File: src/rtl/sm_uart_msg_rx.sv
// sm_uart_msg_rx: UART (8N1) byte receiver plus supply-position message decoder.
// Serial bytes from the Xbee are deserialised. Colour characters are stored in a
// slot buffer. Once the message completes, the (index, colour) pairs are streamed
// out over a valid/ready handshake.
//
// Ports:
//   clk_50m   in   system clock
//   rst_n     in   asynchronous active-low reset
//   rx        in   UART serial input; idle high; asynchronous to clk_50m
//   clear     in   1-cycle pulse; aborts or finishes the message and re-arms
//   out_valid out  out_index/out_color hold a valid slot
//   out_ready in   consumer accepts the slot when out_valid & out_ready
//   out_index out  slot number, 0-based
//   out_color out  slot colour: 0=N 1=R 2=B 3=G
//   msg_done  out  every stored slot has been streamed; held until clear
//   frame_err out  1-cycle pulse on a bad stop bit (or bad parity)
//   busy      out  UART FSM not idle
//
// Build option: define SM_RX_PARITY_EN to add an even-parity bit between the
// data and stop bits. Without it the format is plain 8N1.
//
// UART FSM
//   state  | meaning
//   IDLE   | waiting for a falling edge on rxs
//   START  | timing to mid start bit, rejects glitches
//   DATA   | sampling 8 data bits, LSB first
//   PARITY | (SM_RX_PARITY_EN only) checking even parity
//   STOP   | sampling the stop bit
// Decoder FSM
//   state   | meaning
//   COLLECT | storing colour codes until '#' or the buffer is full
//   DRAIN   | streaming stored slots to the consumer
//   DONE    | message fully streamed, waiting for clear
module sm_uart_msg_rx #(
  parameter int CLKS_PER_BIT = 434,
  parameter int NUM_SLOTS    = 8,
  parameter int IDX_W        = 4
) (
  input  logic             clk_50m,
  input  logic             rst_n,
  input  logic             rx,
  input  logic             clear,
  output logic             out_valid,
  input  logic             out_ready,
  output logic [IDX_W-1:0] out_index,
  output logic [1:0]       out_color,
  output logic             msg_done,
  output logic             frame_err,
  output logic             busy
);

  localparam int CNT_W = $clog2(CLKS_PER_BIT);
  localparam logic [CNT_W-1:0] HALF_TC = CNT_W'(CLKS_PER_BIT / 2 - 1);
  localparam logic [CNT_W-1:0] FULL_TC = CNT_W'(CLKS_PER_BIT - 1);
  localparam logic [IDX_W:0]   LAST_WR = (IDX_W + 1)'(NUM_SLOTS - 1);

  typedef enum logic [2:0] {
    U_IDLE,
    U_START,
    U_DATA,
`ifdef SM_RX_PARITY_EN
    U_PARITY,
`endif
    U_STOP
  } uart_state_t;

  typedef enum logic [1:0] {D_COLLECT, D_DRAIN, D_DONE} dec_state_t;

  logic rx_meta, rxs;

  always_ff @(posedge clk_50m or negedge rst_n) begin
    if (!rst_n) begin
      rx_meta <= 1'b1;
      rxs     <= 1'b1;
    end else begin
      rx_meta <= rx;
      rxs     <= rx_meta;
    end
  end

  uart_state_t      u_state, u_nxt;
  logic [CNT_W-1:0] cnt, cnt_nxt;
  logic [2:0]       bit_idx, bit_idx_nxt;
  logic [7:0]       shreg, shreg_nxt;
  logic             byte_stb, byte_stb_nxt, frame_err_nxt;

  always_comb begin
    u_nxt         = u_state;
    cnt_nxt       = cnt + CNT_W'(1);
    bit_idx_nxt   = bit_idx;
    shreg_nxt     = shreg;
    byte_stb_nxt  = 1'b0;
    frame_err_nxt = 1'b0;
    unique case (u_state)
      U_IDLE: begin
        cnt_nxt = '0;
        if (!rxs) u_nxt = U_START;
      end
      U_START: begin
        if (cnt == HALF_TC) begin
          cnt_nxt     = '0;
          bit_idx_nxt = '0;
          u_nxt       = rxs ? U_IDLE : U_DATA;
        end
      end
      U_DATA: begin
        if (cnt == FULL_TC) begin
          cnt_nxt     = '0;
          shreg_nxt   = {rxs, shreg[7:1]};
          bit_idx_nxt = bit_idx + 3'd1;
`ifdef SM_RX_PARITY_EN
          if (bit_idx == 3'd7) u_nxt = U_PARITY;
`else
          if (bit_idx == 3'd7) u_nxt = U_STOP;
`endif
        end
      end
`ifdef SM_RX_PARITY_EN
      U_PARITY: begin
        if (cnt == FULL_TC) begin
          cnt_nxt = '0;
          // Even parity: data plus parity bit must hold an even number of ones.
          if (^{shreg, rxs}) begin
            frame_err_nxt = 1'b1;
            u_nxt         = U_IDLE;
          end else begin
            u_nxt = U_STOP;
          end
        end
      end
`endif
      U_STOP: begin
        if (cnt == FULL_TC) begin
          cnt_nxt = '0;
          u_nxt   = U_IDLE;
          if (rxs) byte_stb_nxt  = 1'b1;
          else     frame_err_nxt = 1'b1;
        end
      end
      default: u_nxt = U_IDLE;
    endcase
  end

  always_ff @(posedge clk_50m or negedge rst_n) begin
    if (!rst_n) begin
      u_state   <= U_IDLE;
      cnt       <= '0;
      bit_idx   <= '0;
      shreg     <= '0;
      byte_stb  <= 1'b0;
      frame_err <= 1'b0;
    end else begin
      u_state   <= u_nxt;
      cnt       <= cnt_nxt;
      bit_idx   <= bit_idx_nxt;
      shreg     <= shreg_nxt;
      byte_stb  <= byte_stb_nxt;
      frame_err <= frame_err_nxt;
    end
  end

  assign busy = (u_state != U_IDLE);

  // shreg stays stable from the last data bit until the next frame, so it is
  // still the received byte on the byte_stb cycle.
  dec_state_t       d_state, d_nxt;
  logic [IDX_W:0]   wr_ptr;
  logic [IDX_W-1:0] rd_ptr;
  logic [1:0]       slot [2**IDX_W];
  logic             is_colour, accept, last_rd;
  logic [1:0]       code;

  always_comb begin
    is_colour = 1'b1;
    code      = 2'd0;
    case (shreg)
      8'h52:   code = 2'd1;
      8'h42:   code = 2'd2;
      8'h47:   code = 2'd3;
      8'h4E:   code = 2'd0;
      default: is_colour = 1'b0;
    endcase
  end

  assign accept  = out_valid & out_ready;
  assign last_rd = (({1'b0, rd_ptr} + (IDX_W + 1)'(1)) == wr_ptr);

  always_comb begin
    d_nxt = d_state;
    unique case (d_state)
      D_COLLECT: begin
        if (byte_stb) begin
          if (is_colour && wr_ptr == LAST_WR) d_nxt = D_DRAIN;
          else if (shreg == 8'h23)            d_nxt = (wr_ptr == '0) ? D_DONE : D_DRAIN;
        end
      end
      D_DRAIN: if (accept && last_rd) d_nxt = D_DONE;
      D_DONE:  d_nxt = D_DONE;
      default: d_nxt = D_COLLECT;
    endcase
    if (clear) d_nxt = D_COLLECT;
  end

  always_ff @(posedge clk_50m or negedge rst_n) begin
    if (!rst_n) d_state <= D_COLLECT;
    else        d_state <= d_nxt;
  end

  always_ff @(posedge clk_50m or negedge rst_n) begin
    if (!rst_n) begin
      wr_ptr    <= '0;
      rd_ptr    <= '0;
      out_valid <= 1'b0;
      out_color <= 2'd0;
      msg_done  <= 1'b0;
      for (int i = 0; i < 2**IDX_W; i++) slot[i] <= 2'd0;
    end else if (clear) begin
      wr_ptr    <= '0;
      rd_ptr    <= '0;
      out_valid <= 1'b0;
      out_color <= 2'd0;
      msg_done  <= 1'b0;
      for (int i = 0; i < 2**IDX_W; i++) slot[i] <= 2'd0;
    end else begin
      case (d_state)
        D_COLLECT: begin
          if (byte_stb && is_colour) begin
            slot[wr_ptr[IDX_W-1:0]] <= code;
            wr_ptr <= wr_ptr + (IDX_W + 1)'(1);
          end
        end
        D_DRAIN: begin
          if (accept && !last_rd) begin
            rd_ptr    <= rd_ptr + IDX_W'(1);
            out_color <= slot[rd_ptr + IDX_W'(1)];
          end
        end
        default: ;
      endcase
      // Completing on a full buffer writes the last slot, never slot 0
      // (NUM_SLOTS >= 2), so slot[0] is already final here.
      if (d_state != D_DRAIN && d_nxt == D_DRAIN) begin
        out_valid <= 1'b1;
        rd_ptr    <= '0;
        out_color <= slot[0];
      end else if (d_state == D_DRAIN && d_nxt == D_DONE) begin
        out_valid <= 1'b0;
      end
      if (d_state != D_DONE && d_nxt == D_DONE) msg_done <= 1'b1;
    end
  end

  assign out_index = rd_ptr;

endmodule
File: config.mk
export PLATFORM = sky130hd
export DESIGN_NAME = sm_uart_msg_rx
export DESIGN_NICKNAME = d
export VERILOG_FILES = /design/src/rtl/sm_uart_msg_rx.sv
export SDC_FILE = /design/constraint.sdc
export NUM_CORES = 1
export LEC_CHECK = 0
export BUFFER_PORTS_ARGS = -buffer_cell sky130_fd_sc_hd__buf_4
export CELL_PAD_IN_SITES_DETAIL_PLACEMENT = 1
export CELL_PAD_IN_SITES_GLOBAL_PLACEMENT = 2
export CORE_UTILIZATION = 44
export DETAILED_ROUTE_END_ITERATION = 8
export PLACE_DENSITY_LB_ADDON = 0.1
export RECOVER_POWER = 25
export SLEW_MARGIN = 25
export SYNTH_ARGS = -nofsm -noshare
export SYNTH_HDL_FRONTEND = slang
export SYNTH_SLANG_ARGS = --single-unit
export TNS_END_PERCENT = 10
File: constraint.sdc
create_clock -name clk_50m -period 5.9 [get_ports clk_50m]
set_input_delay 0.295 -clock clk_50m [delete_from_list [all_inputs] [get_ports clk_50m]]
set_output_delay 0.295 -clock clk_50m [all_outputs]
set_load 0.005 [all_outputs]
# Word level (Yosys, flattened, before mapping)
# Cells that the tools add are included.
[totals]
regBits = 74
inputBits = 5
out_inout_bits = 10
elab_cells = 145
[op_classes]
add_sub_neg = 5
order_cmp = 3
n_eq_ne = 24
muxes = 53
bitwise = 3
n_reduce_logical = 27
[ops]
columns = ["op", "n"]
rows = [
  ["32-bit two-way mux", 3],
  ["32-bit bitwise mux", 1],
  ["8-bit by 7-bit equality test with 1-bit output, second input constant", 4],
  ["2-bit two-way mux", 14],
  ["9-bit one-hot mux with 3 select lines", 1],
  ["3-bit two-way mux", 7],
  ["9-bit two-way mux", 2],
  ["4-bit two-way mux", 4],
  ["5-bit two-way mux", 3],
  ["1-bit two-way mux", 12],
  ["2-bit != test, second input constant", 6],
  ["2-bit one-hot mux with 3 select lines", 2],
  ["3-bit one-hot mux with 4 select lines", 1],
  ["3-bit nonzero test", 4],
  ["5-bit greater-or-equal comparator, second input constant", 2],
  ["4-bit inverter with 5-bit output", 2],
  ["9-bit by 1-bit adder with 9-bit output, second input constant", 1],
  ["9-bit by 8-bit equality test with 1-bit output, second input constant", 1],
  ["9-bit equality test, second input constant", 1],
  ["2-bit binary-select mux with 4-bit select", 1],
  ["2-bit demux with 4-bit select", 1],
  ["8-bit by 6-bit equality test with 1-bit output, second input constant", 1],
  ["1-bit logical AND", 8],
  ["2-bit nonzero test", 4],
  ["24 further kinds", 29],
]

# Longest topological paths before layout
# Gate-level depths: netlist of the first run.
[logic_depth]
word_depth = 13
depth_mapped = 9
ltp_nobuf = 8

# Worst setup path after synthesis of the first run
# No wires, ideal clock.
[synth_timing]
kind = "register -> register"
startpoint = "register rd_ptr[0], in the netlist out_index[0]"
endpoint = "register out_color[0]"
setup_ps = 124
arrival_time_ps = 2038
required_ps = 5776
path_slack_ps = 3738
path_stages_with_launch = 7
n_path_buf = 1
synth_period_minus_slack_ps = 2162
path_cell_list = "dfrtp_1 -> ha_1 -> buf_2 -> mux4_2 -> mux4_2 -> mux2i_1 -> o21ai_1"
[synth_between]
elab_chain_cells = 10
elab_cells_between_ends = 22
cone_classes = "2 x add/sub; 2 x eq/ne; 10 x mux; 1 x bitwise; 7 x reduce/logical"
[synth_rtl]
columns = ["element", "line_no", "text"]
rows = [
  ["start, declared", "168", "logic [IDX_W-1:0] rd_ptr;"],
  ["start signal, assigned", "234", "rd_ptr <= rd_ptr + IDX_W'(1);"],
  ["4-bit by 1-bit adder with 5-bit output", "186", "assign last_rd = (({1'b0, rd_ptr} + (IDX_W + 1)'(1)) == wr_ptr);"],
  ["5-bit equality test", "186", ""],
  ["1-bit logical AND", "197", "D_DRAIN: if (accept && last_rd) d_nxt = D_DONE;"],
  ["2-bit two-way mux", "197", ""],
  ["2-bit one-hot mux with 3 select lines", "190", "unique case (d_state)"],
  ["2-bit two-way mux", "201", "if (clear) d_nxt = D_COLLECT;"],
  ["2-bit by 1-bit equality test with 1-bit output", "242", "if (d_state != D_DRAIN && d_nxt == D_DRAIN) begin"],
  ["1-bit logical AND", "242", ""],
  ["3-bit nonzero test (no line) or 2-bit two-way mux (tied branches)", "--", ""],
  ["2-bit AND reduction (no line) or 2-bit two-way mux (tied branches)", "--", ""],
  ["end signal, assigned", "235", "out_color <= slot[rd_ptr + IDX_W'(1)];"],
  ["end signal, assigned", "245", "out_color <= slot[0];"],
  ["end, declared", "46", "output logic [1:0] out_color,"],
]
# Several ways; a longest one is shown, not always the timed one. The select of a mux whose other input is x is not followed.
# A chain may end at the register's enable or synchronous reset.

==> flow_summary.json, run 1 <==
{
  "status": "finished with violations",
  "violations": "max-capacitance violations, max-slew violations",
  "die_area_sq_um": 8990,
  "cellLeakagePower_uw": 0.00187,
  "hold_path_startpoint": "rx",
  "cp-end-kind": "asynchronous set/reset pin",
  "grt_pass1_vias": 2850,
  "cts_sinks": 73,
  "cts_resized": 0,
  "drc_errors": 0,
  "reg2reg_slack_ns": 3.22,
  "drv_cap": 1,
  "layout_worst_path_cycle_share_pct": 59.4,
  "port_buffers": 14,
  "slew_violations": 74,
  "reg2reg_from": "out_index[0]$_DFFE_PN0P_",
  "rows": 33,
  "period_needed_ns": 3.50,
  "clock_latency_ns": 0.35,
  "timing.critical_path.from": "rst_n",
  "initial_core_util_pct": 45.9,
  "core_sq_um": 8260,
  "yosysWarnings": 0,
  "regToRegEndpoint": "out_valid$_DFFE_PN0P_",
  "cp_top_family": "buffers and inverters",
  "critical_path.max_stage_delay_ns": 2.70,
  "wl_per_cell_um": 18.1,
  "async_flop_share_pct": 100,
  "fmax_mhz": 285,
  "vdd_drop_max_v": 0.000122,
  "synth_edf_count": 0,
  "drive_above_1_share_pct": 15.1,
  "synth_area_sq_um": 3790,
  "globalplace.congestion": 0.757,
  "cts_setup_buffers": 0,
  "syn_nets": 373,
  "ctsRootBufferMaster": "clkbuf_8",
  "r2r_cells": 7,
  "rsz0062_at_grt": "no",
  "wl_mm": 8.58,
  "clock-skew-final_ns": 0.0113,
  "maxSlewHeadroom_pct": -162,
  "fin_cells": 475,
  "critPathRequiredTime_ns": 5.45,
  "syn_inst": 358,
  "drtAntennaViolNets": 0,
  "grtUsageTotal_pct": 22.0,
  "power_density_nw_per_um2": 221,
  "antenna_found_initial": 0,
  "cp.arrival_ns": 3.05,
  "syn_avg_cell_area_sq_um": 10.6,
  "cts_tree": "yes",
  "synth_seq_cells": 73,
  "drt-pass1-iter-count": 4,
  "min_path_type": "input pin to flip-flop",
  "cts_hold_buf": 0,
  "ys_types": 54,
  "critPathLaunchType": "input pin",
  "yosys_most_used_dff": "dfrtp_1",
  "worst_pin_slew_ns": 3.92,
  "dieHeight_um": 94.8,
  "htree_levels": 3,
  "nets": 380,
  "cts_max_path_buffers": 2,
  "grt_pass1_wl_mm": 14.8,
  "dr.first_iter.drc_count": 136,
  "vias": 2711,
  "ioPinCount": 15,
  "worstSetupEndpoint": "wr_ptr[2]$_DFFE_PN0P_",
  "area_growth_pct": 9.18,
  "crit_chain": "clkbuf_1",
  "die-width_um": 94.8,
  "crit_buf_inv": 1,
  "cp.depth": 1,
  "seq_area_frac_synth_pct": 48.3,
  "path_class": "input pin to asynchronous set/reset pin",
  "grt_max_degree": 74,
  "finalSetupViolCount": 0,
  "grt-ovfl-total": 0,
  "detailed_place_hpwl_mm": 5.90,
  "clk_pin_slew_ns": 0.08,
  "path_max_fanout": 73,
  "hold_viol": 0,
  "dp_cells": 459,
  "n_antenna_cell": 0,
  "fin_util_pct": 50.1,
  "fin_setup_tns_ns": 0,
  "cp_slowest_cell": "clkbuf_1",
  "numCtsBuffers": 9,
  "viasPerCell": 5.71
}
==> cells by family after synthesis <==
logic type / synth area share (%)
AOI/OAI and AO/OA: 7.63
xor gates and xnor gates: 5.08
adders and majority gates: 3.30
buffers and inverters: 3.24
DFF: 48.3
muxes: 12.4
and+or+nand+nor: 20.0
==> worst min path at each step <==
stage / endpoint / slack (ns) / cells past startpoint
CTS: rx_meta$_DFF_PN1_ / 0.04 / 1
finish: rx_meta$_DFF_PN1_ / 0.05 / 1
detailed placement: rxs$_DFF_PN1_ / 0.35 / 0
floorplan: bit_idx[0]$_DFFE_PN0P_ / -0.0006 / 0
global placement: rxs$_DFF_PN1_ / 0.35 / 0
global route: rx_meta$_DFF_PN1_ / 0.04 / 1
==> cells in the final DEF, fill, tap and decap left out, types with 3 or more instances in the layout <==
cell type / n
dfrtp_1: 71
nor2_1: 47
nand3_1: 35
o21ai_0: 20
mux2i_1: 19
nand2_1: 16
buf_4: 13
xor2_1: 11
xnor2_1: 11
ha_1: 10
clkbuf_8: 10
a21oi_1: 9
mux4_2: 9
inv_1: 7
mux2_2: 7
nor3_1: 5
nor2b_1: 5
nand4_1: 4
a31oi_1: 4
nand3b_1: 3
nor4bb_1: 3
nand4bb_1: 3
==> metal layers <==
layer / GRT usage, % / wire length, um / vias up
li1: - / - / 1292
met1: 30.0 / 4060 / 1372
met2: 35.6 / 4170 / 37
met3: 3.22 / 233 / 10
met4: 8.33 / 119 / 0
met5: 0 / 0 / -
==> through the flow <==
stage	total power (uW)	area, sq um	hold WS (ns)	worst slack, ns
floorplan	517	3790	-0.000591	3.74
global placement	531	3950	0.346	3.28
detailed placement	531	3950	0.347	3.18
CTS	927	4140	0.0357	3.17
global route	946	4140	0.0393	1.50
finish	912	4140	0.0490	2.40
==> layout make-up <==
cell class	count	area, sq um
Sequential cell	73	1830
Multi-Input combinational cell	257	1840
Fill cell	914	4120
Clock inverter	5	55.1
Timing Repair Buffer	15	109
Inverter	9	33.8
Tap cell	105	131
Clock buffer	11	141
==> state kept, by name, summed over array words and instances (netlist names) <==
name	count
rxs	1
out_index	4
out_color	2
wr_ptr	5
out_valid	1
cnt	9
msg_done	1
shreg	8
byte_stb	1
d_state	2
frame_err	1
rx_meta	1
slot	32
u_state	2
bit_idx	3
==> cell usage after synthesis, types with 3 or more instances <==
master	instances	area, sq um
inv_1	7	26.3
ha_1	10	125
xnor2_1	11	96.3
nor3_1	5	25.0
nor2b_1	5	31.3
clkbuf_1	9	33.8
nand2_1	16	60.1
a21oi_1	9	45.0
xor2_1	11	96.3
nor4bb_1	3	30.0
dfrtp_1	71	1780
a31oi_1	4	25.0
mux4_2	9	203
mux2_2	7	78.8
mux2i_1	19	190
o21ai_0	20	100
nand3_1	35	175
nand4bb_1	3	33.8
nand4_1	4	25.0
nor2_1	47	176
nand3b_1	3	22.5
buf_2	8	40.0
==> where the power goes <==
part / switching (uW) / internal, uW / total [uW]
sequential: 0.351 / 501 / 502
combinational: 16.2 / 2.01 / 18.2
clock: 187 / 205 / 392
Note: power is estimated with default switching activity, not from simulation.
==> inputs of run 2 (changes only) <==
- CORE_UTILIZATION: 44 -> 37
- clock period: 5.9 -> 3.2 ns (I/O delays scaled with it)
==> run 2 against run 1 <==
The run still ends with max-capacitance violations, max-slew violations left. Clock skew is 0.0018 ns higher. Largest power group unchanged. Utilization is 7.2 points lower. Critical path type is now flip-flop to flip-flop. Register-to-register slack worse by 2.4 ns. Hold slack better by 0.15 ns. Highest routed layer unchanged. Via count is 0.11% lower.
==> flow_summary.json, run 2 (synthesis results as in run 1) <==
{
  "violations": "max-capacitance violations, max-slew violations",
  "largest_register_ffs": 32,
  "numCtsBuffers": 9,
  "cellLeakagePower_uw": 0.00192,
  "detailed_place_hpwl_mm": 5.99,
  "vias": 2708,
  "cts_tree": "yes",
  "wl_mm": 8.82,
  "drtAntennaViolNets": 0,
  "critical_path.max_stage_delay_ns": 0.66,
  "crit_chain": "or3b_1, nor2_1, and2_1, nand4_1, mux2i_1, nor2_1",
  "grt_max_degree": 74,
  "fillers": 1096,
  "cts_resized": 0,
  "grt-ovfl-total": 0,
  "cp_top_family": "simple AND/OR/NAND/NOR gates",
  "layout_worst_path_cycle_share_pct": 75.1,
  "period_needed_ns": 2.40,
  "die-width_um": 103,
  "critPathRequiredTime_ns": 3.44,
  "ioPinCount": 15,
  "grtUsageTotal_pct": 18.8,
  "antenna_found_initial": 0,
  "power_density_nw_per_um2": 394,
  "cp_slowest_cell": "and2_1",
  "drv_cap": 1,
  "port_buffers": 14,
  "hold_viol": 0,
  "fin_cells": 510,
  "maxSlewHeadroom_pct": -25.0,
  "wl_per_cell_um": 17.3,
  "initial_core_util_pct": 38.4,
  "clk_pin_slew_ns": 0.08,
  "layout_common_cells": "71 x dfrtp_1, 47 x nor2_1, 35 x nand3_1, 20 x o21ai_0, 19 x mux2i_1",
  "final_common_cell": "dfrtp_1",
  "reg2reg_slack_ns": 0.80,
  "path_class": "flip-flop to flip-flop",
  "rows": 36,
  "nets": 387,
  "die_area_sq_um": 10700,
  "drt-pass1-iter-count": 4,
  "fin_util_pct": 42.9,
  "fin_area_sq_um": 4230,
  "clock_latency_ns": 0.35,
  "ctsRootBufferMaster": "clkbuf_8",
  "place_area_sq_um": 4020,
  "dieHeight_um": 103,
  "cp.arrival_ns": 2.64,
  "whs_ns": 0.196,
  "rsz0062_at_grt": "no",
  "htree_levels": 3,
  "globalplace.congestion": 0.733,
  "fin_setup_tns_ns": 0,
  "finalSetupViolCount": 0,
  "core_sq_um": 9860,
  "clock-skew-final_ns": 0.0131,
  "crit_buf_inv": 0,
  "slew_violations": 74,
  "drc_errors": 0,
  "fmax_mhz": 416,
  "regMostFlops": "slot",
  "critPathLaunchType": "flip-flop",
  "grt_pass1_vias": 2731,
  "path_max_fanout": 19,
  "cts_sinks": 73,
  "vdd_drop_max_v": 0.000191,
  "cpMostUsedCell": "nor2_1",
  "grt_pass1_wl_mm": 14.7,
  "worst_pin_slew_ns": 1.88,
  "dp_cells": 492,
  "cp-end-kind": "flip-flop",
  "reg.largest.list": "slot x32, cnt x9, shreg x8",
  "status": "finished with violations",
  "area_growth_pct": 11.6,
  "n_antenna_cell": 0,
  "dr.first_iter.drc_count": 90,
  "cts_max_path_buffers": 2,
  "drive_above_1_share_pct": 16.4,
  "viasPerCell": 5.31,
  "min_path_type": "input pin to flip-flop"
}
## run 2: changes by cell type in the layout (fill, tap and decap cells not counted), sizes merged
cell | previous run | this run
dlygate4sd3 | 0 | 2
clkinvlp | 2 | 0
buf | 13 | 18
clkbuf | 13 | 16
bufinv | 1 | 0
## run 2: timing repair
| action | CTS | global route |
|---|---|---|
| hold buffers | 2 | 0 |
| endpoints found under the hold margin | 24 | 0 |
| setup buffers | 0 | 0 |
## run 2: metrics by stage
step / power [uW] / setup slack, ns
2_1_floorplan: 953 / 1.04
3_3_place_gp: 981 / 0.903
3_5_place_dp: 982 / 0.788
4_1_cts: 1700 / 0.786
5_1_grt: 1730 / 0.549
6_report: 1660 / 0.797
## run 2: layout make-up
cell class / instances / area, sq um / share of cell area (%)
clock buffers: 14 / 183 / 4.32
clock inverters: 2 / 10.0 / 0.237
inverters: 9 / 33.8 / 0.799
multi-input cells: 257 / 1840 / 43.5
flip-flops and latches: 73 / 1830 / 43.3
well taps: 133 / 166 / 3.94
repair buffers: 22 / 168 / 3.97
## run 2: final timing paths
kind	start	endpoint	cells after the start
worst min register to register	rx_meta$_DFF_PN1_	rxs$_DFF_PN1_	0
min in group asynchronous	rst_n	slot[19]$_DFFE_PN0P_	2
worst max-delay path	d_state[1]$_DFF_PN0_	slot[2]$_DFFE_PN0P_	6
worst max register to register	d_state[1]$_DFF_PN0_	slot[2]$_DFFE_PN0P_	6
worst min-delay path	clear	slot[6]$_DFFE_PN0P_	2
max in group asynchronous	rst_n	d_state[1]$_DFF_PN0_	2
## run 2: power breakdown
group / internal (uW) / switching [uW]
clock: 365 / 336
combinational: 6.28 / 31.4
sequential: 924 / 0.640
total: 1300 / 369
## run 2: per-layer routing
metal  share of wire [%]  global-route usage (%)  vias to the layer above
li1                    -                       -                     1306
met1                  49                    25.5                     1367
met2                  48                    29.8                       22
met3                 1.8                    2.82                       13
met4                 2.0                    8.78                        0
met5                   0                       0                        -
==> inputs of run 3 (changes only) <==
- clock period: 3.2 -> 2.2 ns (I/O delays scaled with it)
==> run 3 against run 2 <==
The flow now finishes without violations. Non-clock buffer count up 21. Via count increased by 5.1%. First-iteration DRC count decreased by 4.4%. Hold slack worse by 0.050 ns. Setup slack lost 0.71 ns. Flip-flop and latch count is the same. Sequential power rose by 46%. Maximum frequency is 14% higher. Sequential share of layout area decreased by 2.3 points. Final cell count is 4.1% higher. Register-to-register slack worse by 0.71 ns. Wire length rose by 8.2%.
==> flow_summary.json, run 3 (synthesis results as in run 1) <==
{
  "status": "completed",
  "cts_max_path_buffers": 2,
  "ioPinCount": 15,
  "cp_slowest_cell": "dfrtp_1",
  "maxSlewHeadroom_pct": 39.8,
  "clock-skew-final_ns": 0.00835,
  "port_buffers": 14,
  "antenna_found_initial": 0,
  "drive_above_1_share_pct": 20.9,
  "cp-end-kind": "flip-flop",
  "wl_mm": 9.55,
  "htree_levels": 3,
  "detailed_place_hpwl_mm": 6.83,
  "clk_pin_slew_ns": 0.08,
  "drt-pass1-iter-count": 4,
  "vdd_drop_max_v": 0.000294,
  "numCtsBuffers": 9,
  "globalplace.congestion": 0.800,
  "min_path_type": "input pin to flip-flop",
  "nets": 408,
  "crit_buf_inv": 1,
  "n_antenna_cell": 0,
  "area_growth_pct": 17.9,
  "reg.largest.list": "slot x32, cnt x9, shreg x8",
  "grt-ovfl-total": 0,
  "cellLeakagePower_uw": 0.00206,
  "fin_setup_tns_ns": 0,
  "regMostFlops": "slot",
  "crit_chain": "ha_2, buf_4, mux4_2, and2_1, a211oi_1, a31oi_1, mux2i_1, a21oi_1",
  "cp.arrival_ns": 2.35,
  "critical_path.max_stage_delay_ns": 0.39,
  "worst_pin_slew_ns": 0.903,
  "die_area_sq_um": 10700,
  "die-width_um": 103,
  "fillers": 1099,
  "finalSetupViolCount": 0,
  "layout_common_cells": "71 x dfrtp_1, 47 x nor2_1, 37 x buf_4, 35 x nand3_1, 20 x o21ai_0",
  "dieHeight_um": 103,
  "grt_max_degree": 34,
  "largest_register_ffs": 32,
  "drc_errors": 0,
  "wl_per_cell_um": 18.0,
  "cp_top_family": "multiplexers",
  "initial_core_util_pct": 38.4,
  "fmax_mhz": 474,
  "viasPerCell": 5.36,
  "path_class": "flip-flop to flip-flop",
  "critPathRequiredTime_ns": 2.44,
  "cts_tree": "yes",
  "final_common_cell": "dfrtp_1",
  "cts_setup_buffers": 0,
  "grt_pass1_vias": 2911,
  "layout_worst_path_cycle_share_pct": 95.8,
  "drv_cap": 0,
  "period_needed_ns": 2.11,
  "drtAntennaViolNets": 0,
  "whs_ns": 0.146,
  "grt_pass1_wl_mm": 15.7,
  "slew_violations": 0,
  "cts_sinks": 73,
  "grtUsageTotal_pct": 20.2,
  "core_sq_um": 9860,
  "hold_viol": 0,
  "dr.first_iter.drc_count": 86,
  "power_density_nw_per_um2": 612,
  "critPathLaunchType": "flip-flop",
  "rsz0062_at_grt": "no",
  "ctsRootBufferMaster": "clkbuf_8",
  "rows": 36,
  "path_max_fanout": 6,
  "clock_latency_ns": 0.36,
  "vias": 2847
}
==> run 3: cell count changes in the layout (fill, tap and decap cells not counted), sizes merged <==
cell / delta
buf: +20
clkbuf: -1
bufinv: +3
clkinv: -1
==> run 3: cell type report <==
cell class	count	area (sq um)	share of cell area, %
Multi-Input combinational cell	257	1850	41.4
Sequential cell	73	1830	41.0
Timing Repair Buffer	43	334	7.48
Tap cell	133	166	3.73
Clock buffer	12	155	3.47
Clock inverter	4	98.8	2.21
Inverter	9	33.8	0.756
==> run 3: worst paths after layout <==
| kind | from | endpoint | slack, ns | cells past startpoint |
|---|---|---|---|---|
| setup / recovery | out_index[1]$_DFFE_PN0P_ | out_color[1]$_DFFE_PN0P_ | 0.09 | 8 |
| hold / removal | clear | slot[0]$_DFFE_PN0P_ | 0.15 | 2 |
| setup reg to reg | out_index[1]$_DFFE_PN0P_ | out_color[1]$_DFFE_PN0P_ | 0.09 | 8 |
| hold reg to reg | rx_meta$_DFF_PN1_ | rxs$_DFF_PN1_ | 0.36 | 0 |
| max in group asynchronous | rst_n | out_index[3]$_DFFE_PN0P_ | 0.56 | 3 |
| min in group asynchronous | rst_n | slot[9]$_DFFE_PN0P_ | 0.42 | 2 |
==> run 3: power breakdown <==
| group | switching, uW | internal (uW) |
|---|---|---|
| Combinational | 47.8 | 13.1 |
| Sequential | 1.07 | 1340 |
| Clock | 509 | 818 |
| Total | 557 | 2180 |
==> run 3: metal layers <==
| layer | routed length, um | vias to the layer above | track usage (%) |
|---|---|---|---|
| li1 | - | 1351 | - |
| met1 | 4570 | 1455 | 26.6 |
| met2 | 4660 | 30 | 33.6 |
| met3 | 200 | 11 | 4.10 |
| met4 | 120 | 0 | 6.50 |
| met5 | 0 | - | 0 |
==> run 3: stage by stage <==
| step | power [uW] | instances | util, % | worst slack, ns | area [sq um] |
|---|---|---|---|---|---|
| 6_report | 2730 | 531 | 45.3 | 0.0917 | 4470 |
| 5_1_grt | 2830 | 531 | 45.3 | 0.0129 | 4470 |
| 4_1_cts | 2790 | 531 | 45.2 | 0.0708 | 4460 |
| 3_5_place_dp | 1440 | 513 | 42.5 | 0.0806 | 4190 |
| 3_3_place_gp | 1430 | 513 | 42.5 | 0.127 | 4190 |
| 2_1_floorplan | 1390 | 358 | - | 0.0382 | 3790 |
==> run 3: repair_timing <==
item                                    4_1_cts  5_1_grt
hold buffers                                  2        0
gates resized for setup                       0        2
endpoints found under the hold margin        31        0
endpoints found under the setup margin        0        2
